==> src/rtl/sq_wave_meter_pkg.sv <==
//==============================================================================
// Module      : sq_wave_meter_pkg
// Description : Shared constants, FSM encodings and ms-to-cycles helper.
// Revision    : 1.0 - initial release
//==============================================================================
`default_nettype none

package sq_wave_meter_pkg;

    localparam int c_default_clock_frequency = 27000000;

    localparam logic [1:0] ST_ACQUIRE   = 2'd0;
    localparam logic [1:0] ST_MEAS_HIGH = 2'd1;
    localparam logic [1:0] ST_MEAS_LOW  = 2'd2;

    // 64-bit intermediate keeps 27 MHz * 1000 ms from overflowing.
    function automatic int ms_to_cycles(input int freq_hz, input int ms);
        longint v;
        v = (longint'(freq_hz) * longint'(ms)) / 64'sd1000;
        return int'(v);
    endfunction

endpackage

`default_nettype wire

==> src/rtl/sync_edge_detect.sv <==
//==============================================================================
// Module      : sync_edge_detect
// Description : Multi-flop synchroniser with single-cycle rise/fall detection.
// Revision    : 1.0 - initial release
//==============================================================================
`default_nettype none

module sync_edge_detect #(
    parameter int SYNC_STAGES = 2
) (
    input  logic Clock,
    input  logic Reset_n,
    input  logic async_in,
    output logic level,
    output logic rise,
    output logic fall
);

    logic [SYNC_STAGES-1:0] r_sync;
    logic                   r_s_d;

    always_ff @(posedge Clock) begin
        if (!Reset_n) begin
            r_sync <= '0;
            r_s_d  <= 1'b0;
        end else begin
            r_sync <= {r_sync[SYNC_STAGES-2:0], async_in};
            r_s_d  <= r_sync[SYNC_STAGES-1];
        end
    end

    assign level = r_sync[SYNC_STAGES-1];
    assign rise  =  r_sync[SYNC_STAGES-1] & ~r_s_d;
    assign fall  = ~r_sync[SYNC_STAGES-1] &  r_s_d;

endmodule

`default_nettype wire

==> src/rtl/sq_wave_meter.sv <==
//==============================================================================
// Module      : sq_wave_meter
// Description : Measures high time, low time and period of a square wave pin,
//               flagging loss of signal after a no-edge timeout.
// Revision    : 1.0 - initial release
//==============================================================================
`default_nettype none

module sq_wave_meter
    import sq_wave_meter_pkg::*;
#(
    parameter int CLOCK_FREQUENCY = c_default_clock_frequency,
    parameter int COUNT_WIDTH     = 24,
    parameter int TIMEOUT_MS      = 1000,
    parameter int SYNC_STAGES     = 2
) (
    input  logic                   Clock,
    input  logic                   Reset_n,
    input  logic                   IO_in,
    output logic [COUNT_WIDTH-1:0] High_cycles,
    output logic [COUNT_WIDTH-1:0] Low_cycles,
    output logic [COUNT_WIDTH:0]   Period_cycles,
    output logic                   Meas_valid,
    output logic                   Signal_lost,
    output logic                   Level
);

    localparam int                     c_timeout_int = ms_to_cycles(CLOCK_FREQUENCY, TIMEOUT_MS) - 1;
    localparam logic [COUNT_WIDTH-1:0] c_timeout     = COUNT_WIDTH'(c_timeout_int);
    localparam logic [COUNT_WIDTH-1:0] c_cnt_max     = '1;
    localparam logic [COUNT_WIDTH-1:0] c_one         = COUNT_WIDTH'(1);

    logic                   w_level;
    logic                   w_rise;
    logic                   w_fall;
    logic                   w_edge;
    logic                   w_timeout;
    logic [COUNT_WIDTH-1:0] r_run_cnt;
    logic [1:0]             r_state;
    logic [1:0]             w_next_state;
    logic                   w_latch_high;
    logic                   w_latch_low;

    sync_edge_detect #(
        .SYNC_STAGES (SYNC_STAGES)
    ) u_sync (
        .Clock    (Clock),
        .Reset_n  (Reset_n),
        .async_in (IO_in),
        .level    (w_level),
        .rise     (w_rise),
        .fall     (w_fall)
    );

    assign w_edge    = w_rise | w_fall;
    // An edge in the same cycle as the timeout match wins.
    assign w_timeout = ~w_edge & (r_run_cnt == c_timeout);
    assign Level     = w_level;

    always_ff @(posedge Clock) begin
        if (!Reset_n) begin
            r_run_cnt <= '0;
        end else if (w_edge) begin
            r_run_cnt <= c_one;
        end else if (r_run_cnt != c_cnt_max) begin
            r_run_cnt <= r_run_cnt + c_one;
        end
    end

    always_ff @(posedge Clock) begin
        if (!Reset_n) begin
            r_state <= ST_ACQUIRE;
        end else begin
            r_state <= w_next_state;
        end
    end

    always_comb begin
        w_next_state = r_state;
        case (r_state)
            ST_ACQUIRE:   if (w_rise) w_next_state = ST_MEAS_HIGH;
            ST_MEAS_HIGH: if (w_fall) w_next_state = ST_MEAS_LOW;
            ST_MEAS_LOW:  if (w_rise) w_next_state = ST_MEAS_HIGH;
            default:      w_next_state = ST_ACQUIRE;
        endcase
        if (w_timeout) begin
            w_next_state = ST_ACQUIRE;
        end
    end

    always_comb begin
        w_latch_high = 1'b0;
        w_latch_low  = 1'b0;
        case (r_state)
            ST_MEAS_HIGH: w_latch_high = w_fall;
            ST_MEAS_LOW:  w_latch_low  = w_rise;
            default:      ;
        endcase
    end

    always_ff @(posedge Clock) begin
        if (!Reset_n) begin
            High_cycles   <= '0;
            Low_cycles    <= '0;
            Period_cycles <= '0;
            Meas_valid    <= 1'b0;
            Signal_lost   <= 1'b0;
        end else begin
            Meas_valid <= w_latch_low;
            if (w_latch_high) begin
                High_cycles <= r_run_cnt;
            end
            if (w_latch_low) begin
                Low_cycles    <= r_run_cnt;
                Period_cycles <= {1'b0, High_cycles} + {1'b0, r_run_cnt};
            end
            if (w_timeout) begin
                Signal_lost <= 1'b1;
            end else if (w_latch_low) begin
                Signal_lost <= 1'b0;
            end
        end
    end

endmodule

`default_nettype wire

==> config.mk <==
export PLATFORM = sky130hd
export DESIGN_NAME = sq_wave_meter
export DESIGN_NICKNAME = d
export VERILOG_FILES = /design/src/rtl/sq_wave_meter_pkg.sv /design/src/rtl/sync_edge_detect.sv /design/src/rtl/sq_wave_meter.sv
export SDC_FILE = /design/constraint.sdc
export NUM_CORES = 1
export LEC_CHECK = 0
export BUFFER_PORTS_ARGS = -buffer_cell sky130_fd_sc_hd__buf_2
export CORE_MARGIN = 2
export CORE_UTILIZATION = 55
export DETAILED_ROUTE_END_ITERATION = 12
export PLACE_DENSITY = 0.81
export SYNTH_ARGS = -nofsm -noshare
export SYNTH_HDL_FRONTEND = slang
export SYNTH_HIERARCHICAL = 1
export SYNTH_SLANG_ARGS = --single-unit
==> constraint.sdc <==
create_clock -name Clock -period 7.3 [get_ports Clock]
set_clock_uncertainty 0.15 [all_clocks]
set_input_delay 0.365 -clock Clock [delete_from_list [all_inputs] [get_ports Clock]]
set_output_delay 0.365 -clock Clock [all_outputs]
set_load 0.1 [all_outputs]
==> results.md, run 1 <==
- The type of element capturing the critical path is a flip-flop.
- Entering global routing, the biggest net connects 68 pins.
- The classification of the worst setup path is flip-flop to flip-flop.
- The number of nets handed over by synthesis was 695.
- The Yosys step of the flow raised 6 warnings.
- In this run the power density over the cells is 159 mW/mm^2.
- The number of nets at the end of the flow is 752.
- The violation count after the first detailed-route iteration is 319.
- Of all nets on the critical path, the largest fanout is 8.
- The total clock buffers created by CTS is 9.
- Setup violations remaining at the end of the flow were counted as 0.
- The first detailed-routing pass ran for 5 iterations.
- The average via count per standard cell is 5.99.
- The post-synthesis cell count is 666.
- The flow ran to the end, and the final reports show no timing, DRC or antenna violations.
- After synthesis, the mean cell area works out to 7.91 um^2.
- The first global-routing pass estimated 22600 um of wire.
- Once detailed placement completed, the half-perimeter wirelength came to 9970 um.
- The share of the cycle needed by the critical path after routing is 37.8%.
- In the final layout, the share of cells above drive strength 1 is 14.4%.
- For this run, asynchronously set or reset flops after synthesis account for 0%.
- The placement-stage worst setup slack is 4.57 ns.
- The sum of internal, switching and leakage power is 933 uW.
- The startpoint kind of the worst setup timing path is a flip-flop.
- After routing, the total negative slack on setup checks comes to 0 ns.
- The global placer's final weighted congestion is 0.943.
- The most frequent standard cell in the layout excluding fill and tap cells is sky130_fd_sc_hd__nand2_1.
- The share of the synthesized netlist area taken by xor and xnor gates is 4.33%.
- Setup repair after global routing left no endpoint under its margin.
- The number of global-route vias before repair is 4594.
- The number of max-slew violations in the final report is 0.
- In this run the remaining antenna-violating nets after routing total 0.
- Derived from the worst setup path, the maximum achievable clock frequency is 362 MHz.
- The number of I/O port buffers is 78.
- In this run the post-CTS setup repair buffer count came out at 0.
- In this run the clock root is driven by a sky130_fd_sc_hd__clkbuf_8.
- The summed instance area of the synthesized netlist is 0.00527 mm^2.
- Net switching is 24.6% of the power.
- The share of total power in combinational logic is 2.5%.
- The worst path arrival time is 2.88 ns.
- During I/O placement, the number of pins put on the boundary was 79.
- For this block, the via count after detailed routing is 5137.
- The synthesized netlist devotes 26.7% of its cell area to simple gates.
- The portion of synthesized area spent on multiplexers is 0.760%.
- The initial antenna violation count is 0.
- The core region is 0.00928 mm^2.
- The number of gates resized after cts is 0.
- The antenna diode count is 0.
- The clock network accounts for 36.1% of the total power.
- Measured along the x axis, the die boundary spans 102 um.
- For the worst-skew pair, the clock arrives at the later sink with an insertion delay of 0.37 ns.
- For this design the total switching power over the nets is 229 uW.
- The synthesized-area fraction occupied by ao, oa, aoi and oai cells is 19.4%.
- From synthesis to final layout, the design area changed by 11.6%.
- The primary flip-flop cell chosen by synthesis mapping is sky130_fd_sc_hd__dfxtp_1.
- The peak ir drop on the vdd network is 0.0874 mV.
- Yosys mapped the design onto 61 distinct sky130hd cell types.
- The worst-case headroom to the max-slew limit is 23.9%.
- The number of synthesized flops with an enable pin is 0.
- The worst hold path belongs to the class primary input to flip-flop.
- The overall overflow remaining after global route is 0.
- At the pin with the least slew margin, the transition time is 1.14 ns.
- The CTS sink count is 104.
- The height of the die is 102 um.
- In the global route stage, overall resource usage came out at 27.5%.
- The library cells used most frequently in the layout, excluding fill and tap cells, are sky130_fd_sc_hd__nand2_1, sky130_fd_sc_hd__dfxtp_1, sky130_fd_sc_hd__a21oi_1.
- The full die area is 0.0104 mm^2.
- Row generation in the floorplan step produced 35 rows.
- The internal cell power is 703 uW.
- By area, the combinational part of the netlist is dominated by simple AND/OR/NAND/NOR gates.
- The fraction of the mapped netlist area in adder cells is 6.32%.
- The H-tree was split into 3 levels.
- The initial cell density of the core is 56.7%.
- Counting flops and latches in the post-synthesis netlist gives 104.
- In the routed design, unresolved DRC markers number 0.
- The maximum number of buffers from clock root to sink is 2.
- The number of failing hold endpoints at the final stage is 0.
- The final routed wire length divided by cell count is 16.3 um.
- The standby leakage power is 0.00240 uW.
- The routed design could run at a clock period as short as 2.76 ns.
- TritonCTS built the clock tree.
- Sequential elements use 39.5% of the synthesized area.
- After detailed routing, the total wire length is 14000 um.
- The number of max-cap violations is 0.
- For the worst setup path, the data required time is 7.42 ns.
- After clock tree synthesis, the clock-pin slew on the worst setup and hold paths is 0.10 ns.
- The sequential cell fraction of total power is 61.5%.
- Across all setup checks in the final design, the least slack found is 4.54 ns.
- The number of hold buffers added after CTS was 0.
## critical path: stages (launching register included)
cell and delay (ns):
sky130_fd_sc_hd__dfxtp_1 0.50, sky130_fd_sc_hd__ha_1 0.39, sky130_fd_sc_hd__a21o_1 0.23, sky130_fd_sc_hd__a211oi_1 0.29, sky130_fd_sc_hd__nor2_1 0.09, sky130_fd_sc_hd__o41a_1 0.36, sky130_fd_sc_hd__or3_1 0.39, sky130_fd_sc_hd__a32o_1 0.26
## routing by layer
layer	vias to the layer above	GRT usage [%]	part of all wire, %
met5	-	0	0
met4	0	13.5	3.5
met3	37	4.10	5.6
met2	185	45.3	48
met1	2445	35.3	43
li1	2470	-	-
## path summary, 6_finish.rpt
path	endpoint	slack (ns)	from	depth (start not counted)
max	Period_cycles[21]	4.54	r_run_cnt[14]	7
min	u_sync/r_sync[0]	0.04	IO_in	2
max reg2reg	Period_cycles[21]	4.54	r_run_cnt[14]	7
min reg2reg	Period_cycles[3]	0.30	Period_cycles[3]	2
## sequential cells by signal (all words and copies together), names as in the netlist
name,cells
r_state,2
Meas_valid,1
Period_cycles,25
u_sync/r_s_d,1
r_run_cnt,24
Low_cycles,24
Signal_lost,1
High_cycles,24
u_sync/r_sync,2
## final cells by class
type	instances	area (um^2)
fillers	879	3410
multi-input cells	521	3020
flip-flops and latches	104	2080
repair buffers	80	405
well taps	129	161
clock buffers	10	128
clock inverters	6	51.3
inverters	7	26.3
## power groups by stage
stage                     Sequential (uW)  Combinational (uW)  Clock, uW
after floorplan                       587                15.7          0
after global placement                586                22.2          0
after detailed placement              586                22.8          0
after CTS                             573                22.9        344
after global routing                  574                26.0        365
final                                 573                23.1        336
## cells in the mapped netlist, types with 5 or more instances
master,number,area (um^2)
sky130_fd_sc_hd__nand2_1,151,567
sky130_fd_sc_hd__dfxtp_1,104,2080
sky130_fd_sc_hd__a21oi_1,88,440
sky130_fd_sc_hd__nor2_1,36,135
sky130_fd_sc_hd__clkbuf_1,29,109
sky130_fd_sc_hd__nand3_1,28,140
sky130_fd_sc_hd__ha_1,25,313
sky130_fd_sc_hd__o21ai_0,19,95.1
sky130_fd_sc_hd__xnor2_1,19,166
sky130_fd_sc_hd__nor3_1,15,75.1
sky130_fd_sc_hd__and3_1,14,87.6
sky130_fd_sc_hd__a21o_1,12,90.1
sky130_fd_sc_hd__o211ai_1,11,82.6
sky130_fd_sc_hd__or3_1,10,62.6
sky130_fd_sc_hd__inv_1,7,26.3
sky130_fd_sc_hd__nand4_1,7,43.8
sky130_fd_sc_hd__xor2_1,7,61.3
sky130_fd_sc_hd__and2_1,6,37.5
sky130_fd_sc_hd__a211oi_1,5,37.5
sky130_fd_sc_hd__nor2b_1,5,31.3
sky130_fd_sc_hd__o21a_1,5,37.5
## kinds of logic (layout without fill, tap and decap cells)
group / Yosys count / in the layout
simple gates: 298 / 298
compound gates: 167 / 167
flops: 104 / 104
buf+inv: 41 / 103
fa+ha+maj: 26 / 26
xor+xnor: 26 / 26
mux: 4 / 4
## metrics by stage
step	utilization [%]	hold slack (ns)	instance area (um^2)	cells
3_5_place_dp	61.4	0.291	5700	841
2_1_floorplan	-	0.262	5270	666
3_3_place_gp	61.4	0.290	5700	841
6_report	63.3	0.0408	5880	857
4_1_cts	63.3	0.0304	5880	857
5_1_grt	63.3	0.0459	5880	857
Power figures use the tool's default switching activity.
==> inputs of run 2 (changes only) <==
clock period = 2.8 ns   (was 7.3 ns; I/O delays follow)
==> run 2 against run 1 <==
Against the previous run: maximum frequency is 7.0% higher; non-clock buffer count increased by 26; combinational power grew to 2.9 times the previous value; sequential cell count unchanged; total power rose to 2.8 times the previous value; sequential power rose to 2.6 times the previous value; final cell count increased by 3.0%; sequential share of layout area down 1.2 points; final area is 4.2% higher; worst setup slack worse by 4.3 ns; global-route usage rose by 1.3 points; routed wire length is 2.9% higher; largest cell class unchanged.
==> results.md, run 2 (synthesized netlist as in run 1, its figures left out) <==
- The TritonCTS clock tree is done.
- The total overflow left after global routing is 0.
- After clock tree synthesis, the clock-pin slew on the worst setup and hold paths is 0.10 ns.
- The logic depth of the worst register-to-register path is 7.
- The height of the die is 102 um.
- The number of rows in the core area is 35.
- The die covers 0.0104 mm^2.
- The largest individual stage delay along the critical path comes from the cell sky130_fd_sc_hd__dfxtp_1.
- The die is 102 um wide.
- Setup violations remaining at the end of the flow were counted as 0.
- Leaving out fill and tap cells, the most frequent cells in the layout are sky130_fd_sc_hd__nand2_1, sky130_fd_sc_hd__dfxtp_1, sky130_fd_sc_hd__a21oi_1.
- The number of setup buffers added after CTS is 0.
- The clock latency on the worst-skew pair is 0.38 ns.
- Buffers inserted during clock tree synthesis total 9.
- The number of top-level design ports is 79.
- The clock group share of total power is 39.4%.
- Data on the critical path arrives at its endpoint at 2.69 ns.
- The internal power of the cells totals 1950 uW.
- In the routed layout, each cell is associated on average with a via count of 5.89.
- The antenna violation net count after detailed routing is 0.
- Counting instances, the worst hold path has a depth of 3.
- The final cell count without fillers is 883.
- The number of nets at the end of the flow is 778.
- Setup repair after global routing left no endpoint under its margin.
- The standby leakage power is 0.00255 uW.
- In the final timing run, aggregate negative setup slack is 0 ns.
- Detailed placement ended at an HPWL of 10600 um.
- The global-route usage over all layers is 28.8%.
- The highest achievable clock rate is 387 MHz.
- The first global-routing pass estimated 23800 um of wire.
- The worst flop-to-flop path startpoint is r_run_cnt[3].
- The startpoint of the worst hold path is Reset_n.
- The path class of the tightest hold or removal check is primary input to flip-flop.
- The tightest hold path in the finished design has a slack of 0.0955 ns.
- In this design, the stage delay of the slowest critical-path cell is 0.50 ns.
- Dividing the detail-routed wire length by the instance count gives 16.3 um.
- For this block, the initial DRC count from the detailed router was 277.
- The total via count after detailed routing is 5199.
- From synthesis to final layout, the design area changed by 16.3%.
- The initial antenna violation count is 0.
- For this design the total switching power over the nets is 621 uW.
- The type of element capturing the critical path is a flip-flop.
- Combinational logic burns 2.6% of the power.
- Per report_power, the sequential group accounts for 58.0% of the total.
- Dividing the final minimum period by the clock period gives 92.2%.
- The sequential cell area is 0.00210 mm^2.
- The library cell used most frequently in the layout, excluding fill and tap cells, is sky130_fd_sc_hd__nand2_1.
- The pin count of the biggest net entering global routing is 43.
- The number of max-cap violations is 0.
- Walking the worst path, the cells encountered are ha_1 -> and3_1 -> a22oi_1 -> o21a_1 -> a2111oi_0 -> or3_1 -> a32o_1.
- The net switching share of the total power is 24.1%.
- The total length of routed wires is 14400 um.
- The DRC violation count after routing is 0.
- More flip-flops sit in one register than any other, and that register is Period_cycles.
- The repair_antennas step left the layout with diodes totalling 0.
- The peak fanout along the critical path is 9.
- The startpoint kind of the worst setup timing path is a flip-flop.
- The run finished with clean final reports.
- In the final layout, the share of cells above drive strength 1 is 18.8%.
- The endpoint identified for the worst register-to-register timing path is Period_cycles[21].
- In this run the tightest slew margin relative to its limit is 53.6%.
- At the worst endpoint, the required time is 2.91 ns.
- The transition at the pin with the smallest max-transition slack is 0.694 ns.
- The worst setup path is of the flip-flop to flip-flop kind.
- The count of placed standard cells including taps is 866.
- Summing internal, switching and leakage power gives 2580 uW.
- Across the VDD grid, the largest voltage drop is 0.335 mV.
- The register with the most flip-flops in the layout has 25 of them.
- The root buffer cell is sky130_fd_sc_hd__clkbuf_8.
- Routability-driven placement finished with a final weighted congestion of 0.977.
- The placeable core region is 0.00928 mm^2.
- The minimum period implied by the final worst setup slack is 2.58 ns.
- In this run the tool buffered the top-level ports with 78 buffer cells.
- The number of hold buffers added after CTS is 1.
- The first TritonRoute pass finished after 7 iterations.
- The layout has 819 filler cells.
- The tree built by TritonCTS fans out to 104 sinks.
- The setup slack of the most critical reg-to-reg path is 0.22 ns.
- The maximum number of buffers from clock root to sink is 2.
- For this configuration, the core starts out at a cell density of 56.7%.
- Summing all multi-input logic gate instances after layout gives 0.00302 mm^2.
- In this run the power density over the cells is 421 mW/mm^2.
- The number of max-slew violations in the final report came to 0.
- The number of gates resized after cts is 0.
- The number of failing hold endpoints at the final stage is 0.
- The count of H-tree levels built during CTS is 3.
- The number of global-route vias before repair is 4965.
- The worst hold path terminates at High_cycles[16].
run 2: power groups by stage:
stage / clock network [uW] / registers (uW) / logic (uW)
floorplan: 0 / 1530 / 40.9
global placement: 0 / 1530 / 64.1
detailed placement: 0 / 1530 / 65.8
CTS: 1020 / 1490 / 67.7
global route: 1080 / 1500 / 74.5
finish: 1010 / 1490 / 67.1
run 2: worst max path at each step:
stage / startpoint / slack (ns) / to / cells past startpoint
after floorplan: High_cycles[10] / 0.03 / Period_cycles[21] / 7
after global placement: r_run_cnt[0] / 0.38 / Period_cycles[20] / 8
after detailed placement: r_run_cnt[1] / 0.30 / Period_cycles[21] / 7
after CTS: r_run_cnt[1] / 0.26 / Period_cycles[21] / 7
after global routing: r_run_cnt[0] / 0.07 / Period_cycles[22] / 8
final: r_run_cnt[3] / 0.22 / Period_cycles[21] / 7
run 2: per-stage QoR:
step	utilization, %	instance area (um^2)	setup WS, ns
after global routing	65.9	6120	0.0745
final	65.9	6120	0.219
after CTS	65.9	6120	0.257
after global placement	63.6	5900	0.376
after floorplan	-	5280	0.0255
after detailed placement	63.6	5900	0.298
run 2: per-layer routing:
layer | part of all wire [%] | wire [um] | global-route usage (%) | vias to the layer above
li1 | - | - | - | 2520
met1 | 43 | 6120 | 36.3 | 2462
met2 | 48 | 6930 | 48.2 | 178
met3 | 5.9 | 848 | 5.61 | 39
met4 | 3.3 | 471 | 12.0 | 0
met5 | 0 | 0 | 0 | -
run 2: worst max-delay path, delay by kind of cell (launching register included):
kind	cells	cell delay, ns
AOI/OAI and AO/OA	4	0.98
DFF	1	0.50
and+or+nand+nor	2	0.51
adders and majority gates	1	0.34
run 2: cell type report:
class	count	share of cell area, %
Multi-Input combinational cell	521	49.4
Clock buffer	10	2.25
Inverter	7	0.429
Tap cell	129	2.64
Clock inverter	6	1.21
Sequential cell	104	34.2
Timing Repair Buffer	106	9.85
==> inputs of run 3 (changes only) <==
CORE_MARGIN = 5   (was 2)
REMOVE_ABC_BUFFERS = 1   (was unset)
SLEW_MARGIN = 40   (was unset)
==> run 3 against run 2 <==
Against the previous run: combinational power grew 9.8%; worst setup slack lost 0.010 ns; global-route usage shrank 2.7 points; sequential power is essentially flat; count of clock-buffer cells in the layout shrank 1; non-clock buffer count shrank 4; final area shrank 0.80%; critical endpoint is now Period_cycles[16]; sequential cell count is the same; routed wire length grew 3.8%; register-to-register slack is essentially flat; total power shrank 2.3%; critical path depth grew 1.
==> results.md, run 3 (synthesized netlist as in run 1, its figures left out) <==
- The flow ran to the end, and the final reports show no timing, DRC or antenna violations.
- After legalization and detailed placement, the total HPWL measured 11000 um.
- The die covers 0.0116 mm^2.
- The cell sitting at the root of the clock tree is a sky130_fd_sc_hd__clkbuf_8.
- The die is 108 um tall.
- The minimum period implied by the final worst setup slack is 2.59 ns.
- The average via count per standard cell is 5.89.
- For this design, the sink count on the clock tree is 104.
- The maximum number of buffers from clock root to sink is 2.
- The floorplan die width is 108 um.
- The number of setup buffers added after CTS is 0.
- The number of max-slew violations in the final report came to 0.
- The number of gates resized after cts is 0.
- Clock-pin slew was measured on the worst setup and hold paths at 0.10 ns.
- In this run the number of H-tree levels came out at 3.
- The share of the cycle needed by the critical path after routing is 92.6%.
- The number of global-route vias before repair is 4959.
- The power per cell area is 414 mW/mm^2.
- The net switching share of the total power is 23.7%.
- Entering global routing, the biggest net connects 43 pins.
- The number of failing hold endpoints at the final stage is 0.
- The clock group share of total power is 37.8%.
- Timing analysis after detailed placement gives a worst setup slack of 0.279 ns.
- The share of total power in combinational logic is 2.9%.
- For this design the total switching power over the nets is 598 uW.
- The total length of routed wires is 14900 um.
- The register with the most flip-flops is Period_cycles.
- The antenna violation net count after detailed routing is 0.
- STA classifies the critical path startpoint as a flip-flop.
- The global-route usage over all layers is 26.1%.
- The initial utilization of the core area, before any placement, comes to 56.7%.
- The register with the most flip-flops in the layout has 25 of them.
- The first-pass GRT wire length is 24300 um.
- After detailed routing, the average wire length per cell comes to 17.0 um.
- In the final layout, the share of cells above drive strength 1 is 16.8%.
- The detailed-router iteration count before antenna repair is 5.
- The violation count after the first detailed-route iteration is 413.
- The top cell types in the final layout, fill and taps aside, are sky130_fd_sc_hd__nand2_1, sky130_fd_sc_hd__dfxtp_1, sky130_fd_sc_hd__a21oi_1.
- In this run the worst hold path is classified as primary input to flip-flop.
- For this run, design rule violations remaining after detail routing come to 0.
- Internal power comes to 1920 uW.
- The required time of the critical path is 2.92 ns.
- The global placer's final weighted congestion is 0.948.
- The highest achievable clock rate is 386 MHz.
- The worst path arrival time is 2.71 ns.
- For this design the static power due to leakage is 0.00251 uW.
- The worst setup path is captured at a flip-flop.
- At the later pin of the worst-skew pair, clock insertion delay measures 0.37 ns.
- Pin placement for this block handled 79 I/O pins.
- Leaving out fill and tap cells, the most frequent cell in the layout is sky130_fd_sc_hd__nand2_1.
- The initial antenna violation count was 0.
- The setup slack after layout is 0.209 ns.
- The cell area reported after detailed placement is 0.00587 mm^2.
- In this run the tightest slew margin relative to its limit is 46.9%.
- The number of nets at the end of the flow is 774.
- The number of rows in the core area is 35.
- The number of hold buffers added after CTS was 1.
- The TritonCTS clock tree is done.
- The total clock buffers created by CTS is 9.
- The region available for standard cell placement spans 0.00928 mm^2.
- The setup path with the least slack is of type flip-flop to flip-flop.
- Sequential cells account for 59.3% of the total power.
- The detailed router placed 5169 vias in this run.
- After global routing the overflow that remains totals 0.
- The number of max-cap violations is 0.
- The peak ir drop on the vdd network is 0.225 mV.
- Of all nets on the critical path, the largest fanout is 5.
- The final standard cell area without fillers is 0.00607 mm^2.
- Setup repair after global routing left no endpoint under its margin.
- Buffers placed on the I/O ports in this run total 78.
- 0 antenna diodes ended up in the layout.
- Relative to the synthesized area, the layout overhead comes to 15.4%.
- Setup violations remaining at the end of the flow were counted as 0.
- For the pin with the worst max-slew slack, the measured transition is 0.794 ns.
==> run 3: per-layer routing <==
layer  vias to the layer above  GRT usage (%)  share of wire [%]
met4                         0           9.38                1.9
met5                         -              0                  0
met2                       199           43.7                 47
met3                        23           3.00                6.3
met1                      2432           34.5                 44
li1                       2515              -                  -
==> run 3: final timing paths <==
kind / from / end / depth (start not counted) / slack, ns
max: High_cycles[0] / Period_cycles[16] / 8 / 0.21
min: Reset_n / High_cycles[15] / 3 / 0.12
max reg2reg: High_cycles[0] / Period_cycles[16] / 8 / 0.21
min reg2reg: u_sync/r_sync[0] / u_sync/r_sync[1] / 1 / 0.30
==> run 3: stage by stage <==
step	TNS (ns)	util, %	hold slack, ns	power, uW	cells
CTS	0	65.4	0.114	2530	878
detailed placement	0	63.2	0.206	1600	862
finish	0	65.4	0.117	2520	878
global route	0	65.4	0.147	2600	878
global placement	0	63.2	0.195	1600	862
floorplan	-4.73	-	0.112	1560	632
==> run 3: critical path, stage by stage, from the launching register on <==
cell and delay (ns):
sky130_fd_sc_hd__dfxtp_1 0.34, sky130_fd_sc_hd__ha_1 0.23, sky130_fd_sc_hd__fa_1 0.42, sky130_fd_sc_hd__a21o_1 0.21
sky130_fd_sc_hd__a211oi_2 0.36, sky130_fd_sc_hd__nor3_2 0.15, sky130_fd_sc_hd__o21ai_1 0.22, sky130_fd_sc_hd__nand2_1 0.11
sky130_fd_sc_hd__o311ai_1 0.29
==> run 3: power groups by stage <==
stage	Clock, uW	Sequential, uW	Combinational (uW)
4_1_cts	959	1490	73.8
5_1_grt	1020	1490	80.8
3_3_place_gp	0	1530	70.3
2_1_floorplan	0	1530	33.5
6_report	952	1490	73.7
3_5_place_dp	0	1530	72.5
==> run 3: final cells by class <==
cell class / instances / area (um^2)
fill: 860 / 3210
multi-input combinational: 521 / 3020
sequential: 104 / 2080
timing repair buffer: 102 / 586
tap: 129 / 161
clock buffer: 9 / 124
clock inverter: 6 / 70.1
inverter: 7 / 26.3
